`config.mk`:
```
export PLATFORM = sky130hd
export DESIGN_NAME = persiana_motor_driver_flat
export DESIGN_NICKNAME = d
export VERILOG_FILES = /design/src/rtl/persiana_pkg.sv /design/src/rtl/persiana_motor_driver_if.sv /design/src/rtl/persiana_tick_gen.sv /design/src/rtl/persiana_motor_driver.sv /design/src/flat_wrapper.sv
export SDC_FILE = /design/constraint.sdc
export NUM_CORES = 1
export LEC_CHECK = 0
export BUFFER_PORTS_ARGS = -buffer_cell sky130_fd_sc_hd__buf_2
export CORE_MARGIN = 4
export CORE_UTILIZATION = 55
export DETAILED_ROUTE_END_ITERATION = 12
export PLACE_DENSITY = 0.72
export SKIP_CTS_REPAIR_TIMING = 1
export SLEW_MARGIN = 20
export SYNTH_ARGS = -nofsm -noshare
export SYNTH_HDL_FRONTEND = slang
export SYNTH_SLANG_ARGS = --single-unit
export TNS_END_PERCENT = 20
```
`constraint.sdc`:
```
create_clock -name clk -period 2.8 [get_ports clk]
set_input_delay 0.56 -clock clk [delete_from_list [all_inputs] [get_ports clk]]
set_output_delay 0.56 -clock clk [all_outputs]
set_load 0.02 [all_outputs]
```
`src/rtl/persiana_pkg.sv`:
```
// Shared definitions for the blind motor driver.
// Provides the state encoding (visible on state_dbg), datapath widths and
// the default values of the driver's parameters.
package persiana_pkg;

  typedef enum logic [2:0] {
    ST_IDLE     = 3'd0,
    ST_RUN_UP   = 3'd1,
    ST_RUN_DOWN = 3'd2,
    ST_DEAD     = 3'd3,
    ST_FAULT    = 3'd4
  } state_t;

  localparam int DUTY_W    = 8;
  localparam int RUN_CNT_W = 16;

  localparam int DEF_TICK_DIV      = 1000;
  localparam int DEF_DEAD_TICKS    = 8;
  localparam int DEF_RAMP_INC      = 16;
  localparam int DEF_TIMEOUT_TICKS = 4000;

endpackage

```
`src/rtl/persiana_motor_driver_if.sv`:
```
// Bundle between the blind control FSM (master) and the motor driver (slave).
//   subir/bajar       : raise/lower request levels
//   limit_sup/inf     : end-stop sensors (1 = at limit)
//   clear_fault       : level, leaves FAULT
//   motor_up/down     : PWM drive outputs
//   moving/fault      : status flags
//   state_dbg         : encoded driver state
interface persiana_motor_driver_if;
  logic       subir;
  logic       bajar;
  logic       limit_sup;
  logic       limit_inf;
  logic       clear_fault;
  logic       motor_up;
  logic       motor_down;
  logic       moving;
  logic       fault;
  logic [2:0] state_dbg;

  modport master (
    output subir, bajar, limit_sup, limit_inf, clear_fault,
    input  motor_up, motor_down, moving, fault, state_dbg
  );

  modport slave (
    input  subir, bajar, limit_sup, limit_inf, clear_fault,
    output motor_up, motor_down, moving, fault, state_dbg
  );
endinterface

```
`src/rtl/persiana_tick_gen.sv`:
```
// Free-running timing tick generator.
//   clk_i   : system clock
//   reset_i : synchronous active-high reset
//   tick_o  : one-cycle strobe every TICK_DIV clocks
// The counter never restarts on driver state changes, only on reset.
module persiana_tick_gen #(
  parameter int TICK_DIV = 1000
) (
  input  logic clk_i,
  input  logic reset_i,
  output logic tick_o
);

  localparam int CNT_W = (TICK_DIV > 2) ? $clog2(TICK_DIV) : 1;
  localparam logic [CNT_W-1:0] LAST = CNT_W'(TICK_DIV - 1);

  logic [CNT_W-1:0] cnt_q;
  logic [CNT_W-1:0] cnt_d;

  assign tick_o = (cnt_q == LAST);
  assign cnt_d  = tick_o ? '0 : cnt_q + 1'b1;

  always_ff @(posedge clk_i) begin
    if (reset_i) cnt_q <= '0;
    else         cnt_q <= cnt_d;
  end

endmodule

```
`src/rtl/persiana_motor_driver.sv`:
```
// Blind motor driver: soft-start PWM drive in two directions with end-stop
// handling, dead time between runs and a run timeout that latches a fault.
//   clk   : system clock
//   reset : synchronous active-high reset
//   bus   : slave side of persiana_motor_driver_if (requests, sensors,
//           clear_fault in; drives, moving, fault, state_dbg out)
module persiana_motor_driver
  import persiana_pkg::*;
#(
  parameter int TICK_DIV      = DEF_TICK_DIV,
  parameter int DEAD_TICKS    = DEF_DEAD_TICKS,
  parameter int RAMP_INC      = DEF_RAMP_INC,
  parameter int TIMEOUT_TICKS = DEF_TIMEOUT_TICKS
) (
  input logic                    clk,
  input logic                    reset,
  persiana_motor_driver_if.slave bus
);

  localparam logic [DUTY_W:0]      RAMP_L    = (DUTY_W+1)'(RAMP_INC);
  localparam logic [RUN_CNT_W-1:0] TIMEOUT_L = RUN_CNT_W'(TIMEOUT_TICKS);
  localparam logic [RUN_CNT_W-1:0] DEAD_LAST = RUN_CNT_W'(DEAD_TICKS - 1);

  // Saturating soft-start step: 9-bit sum clamped to 255.
  function automatic logic [DUTY_W-1:0] duty_ramp(input logic [DUTY_W-1:0] d);
    logic [DUTY_W:0] sum;
    sum = {1'b0, d} + RAMP_L;
    return sum[DUTY_W] ? {DUTY_W{1'b1}} : sum[DUTY_W-1:0];
  endfunction

  state_t                 state_q;
  logic [DUTY_W-1:0]      duty_q;
  logic [DUTY_W-1:0]      duty_d;
  logic [RUN_CNT_W-1:0]   run_cnt_q;
  logic [RUN_CNT_W-1:0]   run_cnt_d;
  logic [RUN_CNT_W-1:0]   dead_cnt_q;
  logic [DUTY_W-1:0]      pwm_q;
  logic                   motor_up_q;
  logic                   motor_down_q;
  logic                   tick;
  logic                   req_up;
  logic                   req_down;
  logic                   stop_up;
  logic                   stop_down;
  logic                   timeout;

  persiana_tick_gen #(.TICK_DIV(TICK_DIV)) u_tick (
    .clk_i   (clk),
    .reset_i (reset),
    .tick_o  (tick)
  );

  // Both requests together count as no request.
  assign req_up    = bus.subir & ~bus.bajar;
  assign req_down  = bus.bajar & ~bus.subir;
  assign stop_up   = ~req_up   | bus.limit_sup;
  assign stop_down = ~req_down | bus.limit_inf;
  assign duty_d    = duty_ramp(duty_q);
  assign run_cnt_d = run_cnt_q + 1'b1;
  assign timeout   = tick && (run_cnt_d == TIMEOUT_L);

  always_ff @(posedge clk) begin
    if (reset) begin
      state_q      <= ST_IDLE;
      duty_q       <= '0;
      run_cnt_q    <= '0;
      dead_cnt_q   <= '0;
      pwm_q        <= '0;
      motor_up_q   <= 1'b0;
      motor_down_q <= 1'b0;
    end else begin
      pwm_q        <= pwm_q + 1'b1;
      // Drives derive from a single state, so they can never overlap.
      motor_up_q   <= (state_q == ST_RUN_UP)   && (pwm_q < duty_q);
      motor_down_q <= (state_q == ST_RUN_DOWN) && (pwm_q < duty_q);

      case (state_q)
        ST_IDLE: begin
          if (req_up && !bus.limit_sup) begin
            state_q   <= ST_RUN_UP;
            duty_q    <= '0;
            run_cnt_q <= '0;
          end else if (req_down && !bus.limit_inf) begin
            state_q   <= ST_RUN_DOWN;
            duty_q    <= '0;
            run_cnt_q <= '0;
          end
        end

        ST_RUN_UP, ST_RUN_DOWN: begin
          // Timeout wins over a stop condition arriving in the same cycle.
          if (timeout) begin
            state_q <= ST_FAULT;
          end else if ((state_q == ST_RUN_UP) ? stop_up : stop_down) begin
            state_q    <= ST_DEAD;
            dead_cnt_q <= '0;
          end else if (tick) begin
            duty_q    <= duty_d;
            run_cnt_q <= run_cnt_d;
          end
        end

        ST_DEAD: begin
          if (tick) begin
            if (dead_cnt_q == DEAD_LAST) state_q <= ST_IDLE;
            else                         dead_cnt_q <= dead_cnt_q + 1'b1;
          end
        end

        ST_FAULT: begin
          if (bus.clear_fault) begin
            state_q    <= ST_DEAD;
            dead_cnt_q <= '0;
          end
        end

        default: state_q <= ST_IDLE;
      endcase
    end
  end

  // Outputs are forced low while reset is held, not just after the edge.
  assign bus.motor_up   = motor_up_q   & ~reset;
  assign bus.motor_down = motor_down_q & ~reset;
  assign bus.moving     = ~reset & ((state_q == ST_RUN_UP) || (state_q == ST_RUN_DOWN));
  assign bus.fault      = ~reset & (state_q == ST_FAULT);
  assign bus.state_dbg  = reset ? 3'd0 : state_q;

endmodule

```
`src/flat_wrapper.sv`:
```
// flat-port wrapper written by rule: the top's interface ports become plain ports
module persiana_motor_driver_flat import persiana_pkg::*;
#(
  parameter int TICK_DIV      = DEF_TICK_DIV,
  parameter int DEAD_TICKS    = DEF_DEAD_TICKS,
  parameter int RAMP_INC      = DEF_RAMP_INC,
  parameter int TIMEOUT_TICKS = DEF_TIMEOUT_TICKS
)
  (clk, reset, bus_subir, bus_bajar, bus_limit_sup, bus_limit_inf, bus_clear_fault, bus_motor_up, bus_motor_down, bus_moving, bus_fault, bus_state_dbg);
  persiana_motor_driver_if bus_i ();
  input logic clk;
  input logic reset;
  input wire logic [$bits(bus_i.subir)-1:0] bus_subir;
  input wire logic [$bits(bus_i.bajar)-1:0] bus_bajar;
  input wire logic [$bits(bus_i.limit_sup)-1:0] bus_limit_sup;
  input wire logic [$bits(bus_i.limit_inf)-1:0] bus_limit_inf;
  input wire logic [$bits(bus_i.clear_fault)-1:0] bus_clear_fault;
  output wire logic [$bits(bus_i.motor_up)-1:0] bus_motor_up;
  output wire logic [$bits(bus_i.motor_down)-1:0] bus_motor_down;
  output wire logic [$bits(bus_i.moving)-1:0] bus_moving;
  output wire logic [$bits(bus_i.fault)-1:0] bus_fault;
  output wire logic [$bits(bus_i.state_dbg)-1:0] bus_state_dbg;
  assign bus_i.subir = bus_subir;
  assign bus_i.bajar = bus_bajar;
  assign bus_i.limit_sup = bus_limit_sup;
  assign bus_i.limit_inf = bus_limit_inf;
  assign bus_i.clear_fault = bus_clear_fault;
  assign bus_motor_up = bus_i.motor_up;
  assign bus_motor_down = bus_i.motor_down;
  assign bus_moving = bus_i.moving;
  assign bus_fault = bus_i.fault;
  assign bus_state_dbg = bus_i.state_dbg;
  persiana_motor_driver #(.TICK_DIV(TICK_DIV), .DEAD_TICKS(DEAD_TICKS), .RAMP_INC(RAMP_INC), .TIMEOUT_TICKS(TIMEOUT_TICKS)) u_core (.clk(clk), .reset(reset), .bus(bus_i));
endmodule
```
### Yosys cells after proc, flatten, opt, wreduce, memory -nomap -nowiden

Cells that the tools add are included.

* register bits after elaboration: 63
* input port bits: 7
* output and inout port bits: 7

* $add $sub $neg: 5
* order comparisons: 1
* equality and inequality tests: 17
* multiplexer cells: 29
* bitwise gates (word level): 13
* reduce and logical (&&, ||, !) cells: 16

Operators with widths (number)
* $mux W16: 10
* $mux W8: 6
* $pmux W16 S3: 1
* $add A16 B1 Y16 const B: 2
* $pmux W16 S2: 1
* $mux W3: 8
* $eq A16 B12 Y1 const B: 1
* $eq A16 B3 Y1 const B: 1
* $pmux W8 S2: 1
* $pmux W3 S4: 1
* $add A10 B1 Y10 const B: 1
* $eq A10 B10 Y1 const B: 1
* $reduce_and A5 Y1: 2
* $add A8 B5 Y9 const B: 1
* $add A8 B1 Y8 const B: 1
* $lt A8 B8 Y1: 1
* $ne A2 B1 Y1 const B: 4
* $ne A2 B2 Y1 const B: 4
* $and A1 B1 Y1: 6
* $eq A3 B2 Y1 const B: 2
* $ne A3 B1 Y1 const B: 2
* $reduce_and A6 Y1: 1
* $logic_and A1 B1 Y1: 5
* $not A1 Y1: 5
* other kinds (10): 13

### Logic depth before layout (Yosys ltp)

* depth in word-level cells: 8
* mapped depth: 11

### Modules after synthesis

From an unflattened synthesis, not the netlist that was laid out.

* cells, all modules: 422
* area total of the unflattened synthesis: 3555.9 um2

By module, submodules not included
* persiana_motor_driver: times used 1, cells each 374, area each 3105.5 um2, sequential area each 1001.0 um2
* persiana_tick_gen: times used 1, cells each 48, area each 450.4 um2, sequential area each 200.2 um2

### Least setup slack after synthesis

No wires, ideal clock.

* kind: input -> register
* from: input port bus_subir
* to: register u_core.run_cnt_q[14]
* data arrival time: 2.432 ns
* required time: 2.730 ns
* path slack: 0.298 ns
* cell stages on the path: 7
* buffers on the path: 0
* path through: or3b_1 > a2bb2oi_1 > or3_4 > a31oi_2 > nand2_1 > or4_1 > a21oi_1

* cells in the longest elaborated chain, start to end: 7

Ends and longest elaborated chain
* from (decl): line flat_wrapper.sv:13 `input wire logic [$bits(bus_i.subir)-1:0] bus_subir;`
* $not A1 Y1: line persiana_motor_driver.sv:55 `assign req_down = bus.bajar & ~bus.subir;`
* $and A1 B1 Y1: line persiana_motor_driver.sv:55
* $not A1 Y1: line persiana_motor_driver.sv:57 `assign stop_down = ~req_down | bus.limit_inf;`
* $or A1 B1 Y1: line persiana_motor_driver.sv:57
* $mux W1: line persiana_motor_driver.sv:94 `end else if ((state_q == ST_RUN_UP) ? stop_up : stop_down) begin`
* $ne A2 B2 Y1 (no line)
* $reduce_and A5 Y1 (no line)
* to (signal assigned): line persiana_motor_driver.sv:99 `run_cnt_q <= run_cnt_d;`
* to (decl): line persiana_motor_driver.sv:34 `logic [RUN_CNT_W-1:0] run_cnt_q;`

Parallel ways exist; a longest one is shown, timed or not.
A chain may end at the register's enable or synchronous reset.

### Worst setup path after layout

* from: register u_core.u_tick.cnt_q[0]
* to: register u_core.dead_cnt_q[13]

* cells in the longest elaborated chain, start to end: 4

Ends and longest elaborated chain
* from (decl): line persiana_tick_gen.sv:17 `logic [CNT_W-1:0] cnt_q;`
* from (signal assigned): line persiana_tick_gen.sv:25 `else cnt_q <= cnt_d;`
* $eq A10 B10 Y1 *: line persiana_tick_gen.sv:20 `assign tick_o = (cnt_q == LAST);`
* $logic_and A1 B1 Y1: line persiana_motor_driver.sv:60 `assign timeout = tick && (run_cnt_d == TIMEOUT_L);`
* $ne A2 B2 Y1 (no line)
* $reduce_and A6 Y1 (no line) *
* to (signal assigned): line persiana_motor_driver.sv:106 `else dead_cnt_q <= dead_cnt_q + 1'b1;`
* to (decl): line persiana_motor_driver.sv:36 `logic [RUN_CNT_W-1:0] dead_cnt_q;`

Every way passes the cells marked *; elsewhere a longest branch is shown, timed or not.

==> results.md <==
- The number of sinks handled by clock tree synthesis is 60.
- Measured in cells, the most critical reg-to-reg path has a length of 8.
- 14 I/O pins were placed.
- In the post-synthesis netlist, the biggest area contributors are sky130_fd_sc_hd__dfxtp_1 35%, sky130_fd_sc_hd__nand2_1 4.9%, sky130_fd_sc_hd__nor2_1 4.9%.
- Counting stages on the worst path, the most repeated cell is sky130_fd_sc_hd__or3_4.
- TritonCTS built the clock tree.
- The largest voltage drop on the vdd net is 0.000437 V.
- At the end of routability-driven placement, the weighted congestion stood at roughly 0.86.
- The required time reported for the critical path endpoint is around 3.1 ns.
- The startpoint of the worst setup timing path is u_core.u_tick.cnt_q[0]$_SDFF_PP0_.
- The power density of the placed cells is between 600 and 700 nW/µm².
- The count of warnings emitted by yosys is 0.
- The final net count is 472.
- The die is 86.8 µm wide.
- The slowest cell on the critical path is sky130_fd_sc_hd__or3_4.
- The max capacitance violation total is 0.
- For this design the total switching power over the nets is slightly above 700 µW.
- The worst endpoint data arrival time is about 2.9 ns.
- The post-route minimum period is around 2.6 ns.
- The number of remaining DRC errors is 0.
- Counting flops with a built-in enable in the synthesized netlist gives 0.
- The wire length after detailed routing is 7.65 mm.
- The number of instances in the synthesized netlist is roughly 440.
- Once detailed placement completed, the half-perimeter wirelength came to roughly 5.3 mm.
- Clock skew on the completed layout was measured at a little under 0.009 ns.
- In this run the number of cells on the critical path is 8.
- Of the synthesized area, sequential elements account for 35.2%.
- The internal power of the cells totals ~1.6 mW.
- The worst slew slack as a fraction of its limit is about two fifths.
- OpenSTA, run right after detailed placement, puts the worst setup slack at 0.0872 ns.
- The fmax is roughly 380 MHz.
- 0 antenna diodes ended up in the layout.
- The synthesized cell area is approximately 3400 µm².
- Registers are responsible for ~40% of the overall power.
- The part of the power in combinational logic is between 20% and 30%.
- The synthesized design spends more area on one cell type than any other, namely sky130_fd_sc_hd__dfxtp_1.
- The mean area per synthesized cell is between 7 and 8 µm².
- Traced cell by cell, the critical path runs through ha_1 > nand4b_1 > or3_4 > a21o_1 > or3_4 > or2_4 > or3_1 > a21oi_1.
- The number of buffers added on ports is 13.
- The maximum number of pins on one net before global-route repair is 26.
- In the synthesized netlist the async set-or-reset flop fraction comes to 0%.
- The slack of the critical path is between 0.15 and 0.2 ns.
- The final count of hold timing violations is 0.
- The first global-routing pass estimated roughly 13 mm of wire.
- The area after detailed placement is roughly 3600 µm².
- The worst hold slack is between 0.4 and 0.5 ns.
- The clock edge transition at the registers on the reported setup and hold paths is 0.06 ns.
- In the final layout, the share of cells above drive strength 1 is a little over a tenth.
- Setup violations remaining at the end of the flow were counted as 0.
- The number of buffers added by the clock tree synthesis step is 9.
- The worst hold path startpoint is u_core.pwm_q[0]$_SDFF_PP0_.
- After routing the design area is 3800 µm².
- The worst register-to-register path begins at u_core.u_tick.cnt_q[0]$_SDFF_PP0_.
- The count of unique library cells instantiated by Yosys is 57.
- The worst setup path endpoint is u_core.dead_cnt_q[13]$_SDFFE_PP0P_.
- The vertical extent of the die is approximately 87 µm.
- The transition time at the pin with the least slew margin is roughly 0.89 ns.
- The number of antenna violations at the first check in global routing is 0.
- The number of max-slew violations in the final report is 0.
- The net count of the mapped netlist is 456.
- The number of global-route vias before repair was ~2900.
- For this run, the slowest stage of the critical path takes 0.43 ns.
- Among all flip-flop cells after synthesis, the most frequent one is sky130_fd_sc_hd__dfxtp_1.
- The part of the cycle the worst path needs is between 90% and 100%.
- The critical path class is reg -> reg.
- The total negative slack is 0 ns.
- The critical path endpoint category is a flip-flop.
- The overall power is 2.28 mW.
- The cell row count is 28.
- The total global routing track utilization is 21.4%.
- The static leakage power is approximately 1.4 nW.
- The insertion delay to the later sink of the worst-skew pair is around 0.34 ns.
- In this run the worst hold path is classified as reg -> reg.
- The clock network burns a little over a third of the power.
- The CTS root buffer is sky130_fd_sc_hd__clkbuf_8.
- The mean routed wirelength per cell is 14.4 µm.
- The end of the worst register-to-register path is u_core.dead_cnt_q[13]$_SDFFE_PP0P_.
- The number of buffers on the longest clock path is 2.
- Of the total power, the share spent switching nets is 31.3%.
- The reg-to-reg setup timing slack is about 0.18 ns.
- The number of buffers and inverters on the critical path is 0.
- CTS built an H-tree with a depth of 3.
- The synthesized design devotes to its leading area cell type about a third of total area.
- Setup repair after global routing left no endpoint under its margin.
- The sum of overflow across all layers after global routing is 0.
- Detailed routing inserted a total of 3105 vias.
- The initial cell density of the core is a little under three fifths.
- From synthesis to final layout, the design area changed by 11.3%.
- In this design, the largest share of critical-path delay is due to simple AND/OR/NAND/NOR gates.
- The number of filler cells placed in the layout is about 540.
- The maximum net fanout on the critical path is 14.
- The first routing iteration left 220 violations.
- The leading cell type by number of instances after synthesis is sky130_fd_sc_hd__dfxtp_1.
- The run finished with clean final reports.
- The total of flip-flops plus latches after synthesis is 60.
- Before antenna repair, the detailed router went through 4 iterations.
- The core region is slightly below 6000 µm².
- The area of the die is 7530 µm².
- In the synthesized netlist, the cells that appear most often are 60 x sky130_fd_sc_hd__dfxtp_1, 45 x sky130_fd_sc_hd__nand2_1, 45 x sky130_fd_sc_hd__nor2_1.
- The number of routed nets with antenna violations is 0.
- The vias per cell is ~5.8.
- STA classifies the critical path startpoint as a flip-flop.
-- kinds of logic (layout without fill, tap and decap cells) --
group,after synthesis,in the layout,synth area share [%]
mux,1,1,0.293
compound gates,96,96,17.2
buf+inv,30,50,3.37
xor+xnor,20,20,5.13
simple gates,216,216,34.1
fa+ha+maj,13,13,4.76
flops,60,60,35.2
-- sequential cells by signal (all words and copies together) (netlist names) --
| signal | count |
|---|---|
| u_core.motor_up_q | 1 |
| u_core.run_cnt_q | 16 |
| u_core.u_tick.cnt_q | 10 |
| u_core.state_q | 3 |
| u_core.pwm_q | 8 |
| u_core.duty_q | 5 |
| u_core.dead_cnt_q | 16 |
| u_core.motor_down_q | 1 |
-- placed cells by master (no fill, tap or decap), drive strengths merged, types with 12 or more instances in the layout --
| master | n |
|---|---|
| xnor2 | 12 |
| o21ai | 25 |
| dfxtp | 60 |
| nand2 | 45 |
| clkbuf | 14 |
| or3 | 16 |
| buf | 26 |
| and3 | 16 |
| ha | 13 |
| a21oi | 33 |
| nor3 | 12 |
| nor2 | 45 |
| nand3 | 22 |
-- worst min path at each step --
stage	end	slack [ns]	depth (start not counted)
2_1_floorplan	u_core.pwm_q[0]$_SDFF_PP0_	0.42	1
3_3_place_gp	u_core.pwm_q[0]$_SDFF_PP0_	0.44	1
3_5_place_dp	u_core.pwm_q[0]$_SDFF_PP0_	0.45	1
4_1_cts	u_core.pwm_q[0]$_SDFF_PP0_	0.46	1
5_1_grt	u_core.dead_cnt_q[1]$_SDFFE_PP0P_	0.50	2
6_report	u_core.pwm_q[0]$_SDFF_PP0_	0.45	1
-- power by group through the flow --
stage / sequential (mW) / combinational [mW] / clock (mW)
finish: 0.901 / 0.585 / 0.798
floorplan: 0.911 / 0.427 / 0
global route: 0.905 / 0.644 / 0.863
detailed placement: 0.919 / 0.573 / 0
global placement: 0.920 / 0.575 / 0
CTS: 0.901 / 0.577 / 0.810
-- through the flow --
step | instances | util, %
after floorplan | 436 | -
after global placement | 516 | 60.3
after detailed placement | 516 | 60.3
after CTS | 531 | 63.7
after global routing | 531 | 63.8
final | 531 | 63.8
-- worst register-to-register path, stage by stage, from the launching register on --
cell                       delay, ns
sky130_fd_sc_hd__dfxtp_1        0.37
sky130_fd_sc_hd__ha_1           0.22
sky130_fd_sc_hd__nand4b_1       0.10
sky130_fd_sc_hd__or3_4          0.38
sky130_fd_sc_hd__a21o_1         0.23
sky130_fd_sc_hd__or3_4          0.43
sky130_fd_sc_hd__or2_4          0.33
sky130_fd_sc_hd__or3_1          0.35
sky130_fd_sc_hd__a21oi_1        0.14
-- per-layer routing --
| metal | track usage, % | vias up | wire, µm |
|---|---|---|---|
| li1 | - | 1603 | - |
| met1 | 28.1 | 1442 | 3760 |
| met2 | 33.8 | 48 | 3530 |
| met3 | 5.23 | 12 | 269 |
| met4 | 7.93 | 0 | 99 |
| met5 | 0 | - | 0 |
-- area by class of cell --
cell class / count / area, µm² / share of cell area, %
clock buffer: 14 / 173 / 4.54
timing repair buffer: 26 / 163 / 4.28
tap: 75 / 93.8 / 2.47
sequential: 60 / 1200 / 31.6
clock inverter: 1 / 30.0 / 0.790
inverter: 9 / 33.8 / 0.889
multi-input combinational: 346 / 2110 / 55.4
Power figures use the tool's default switching activity.
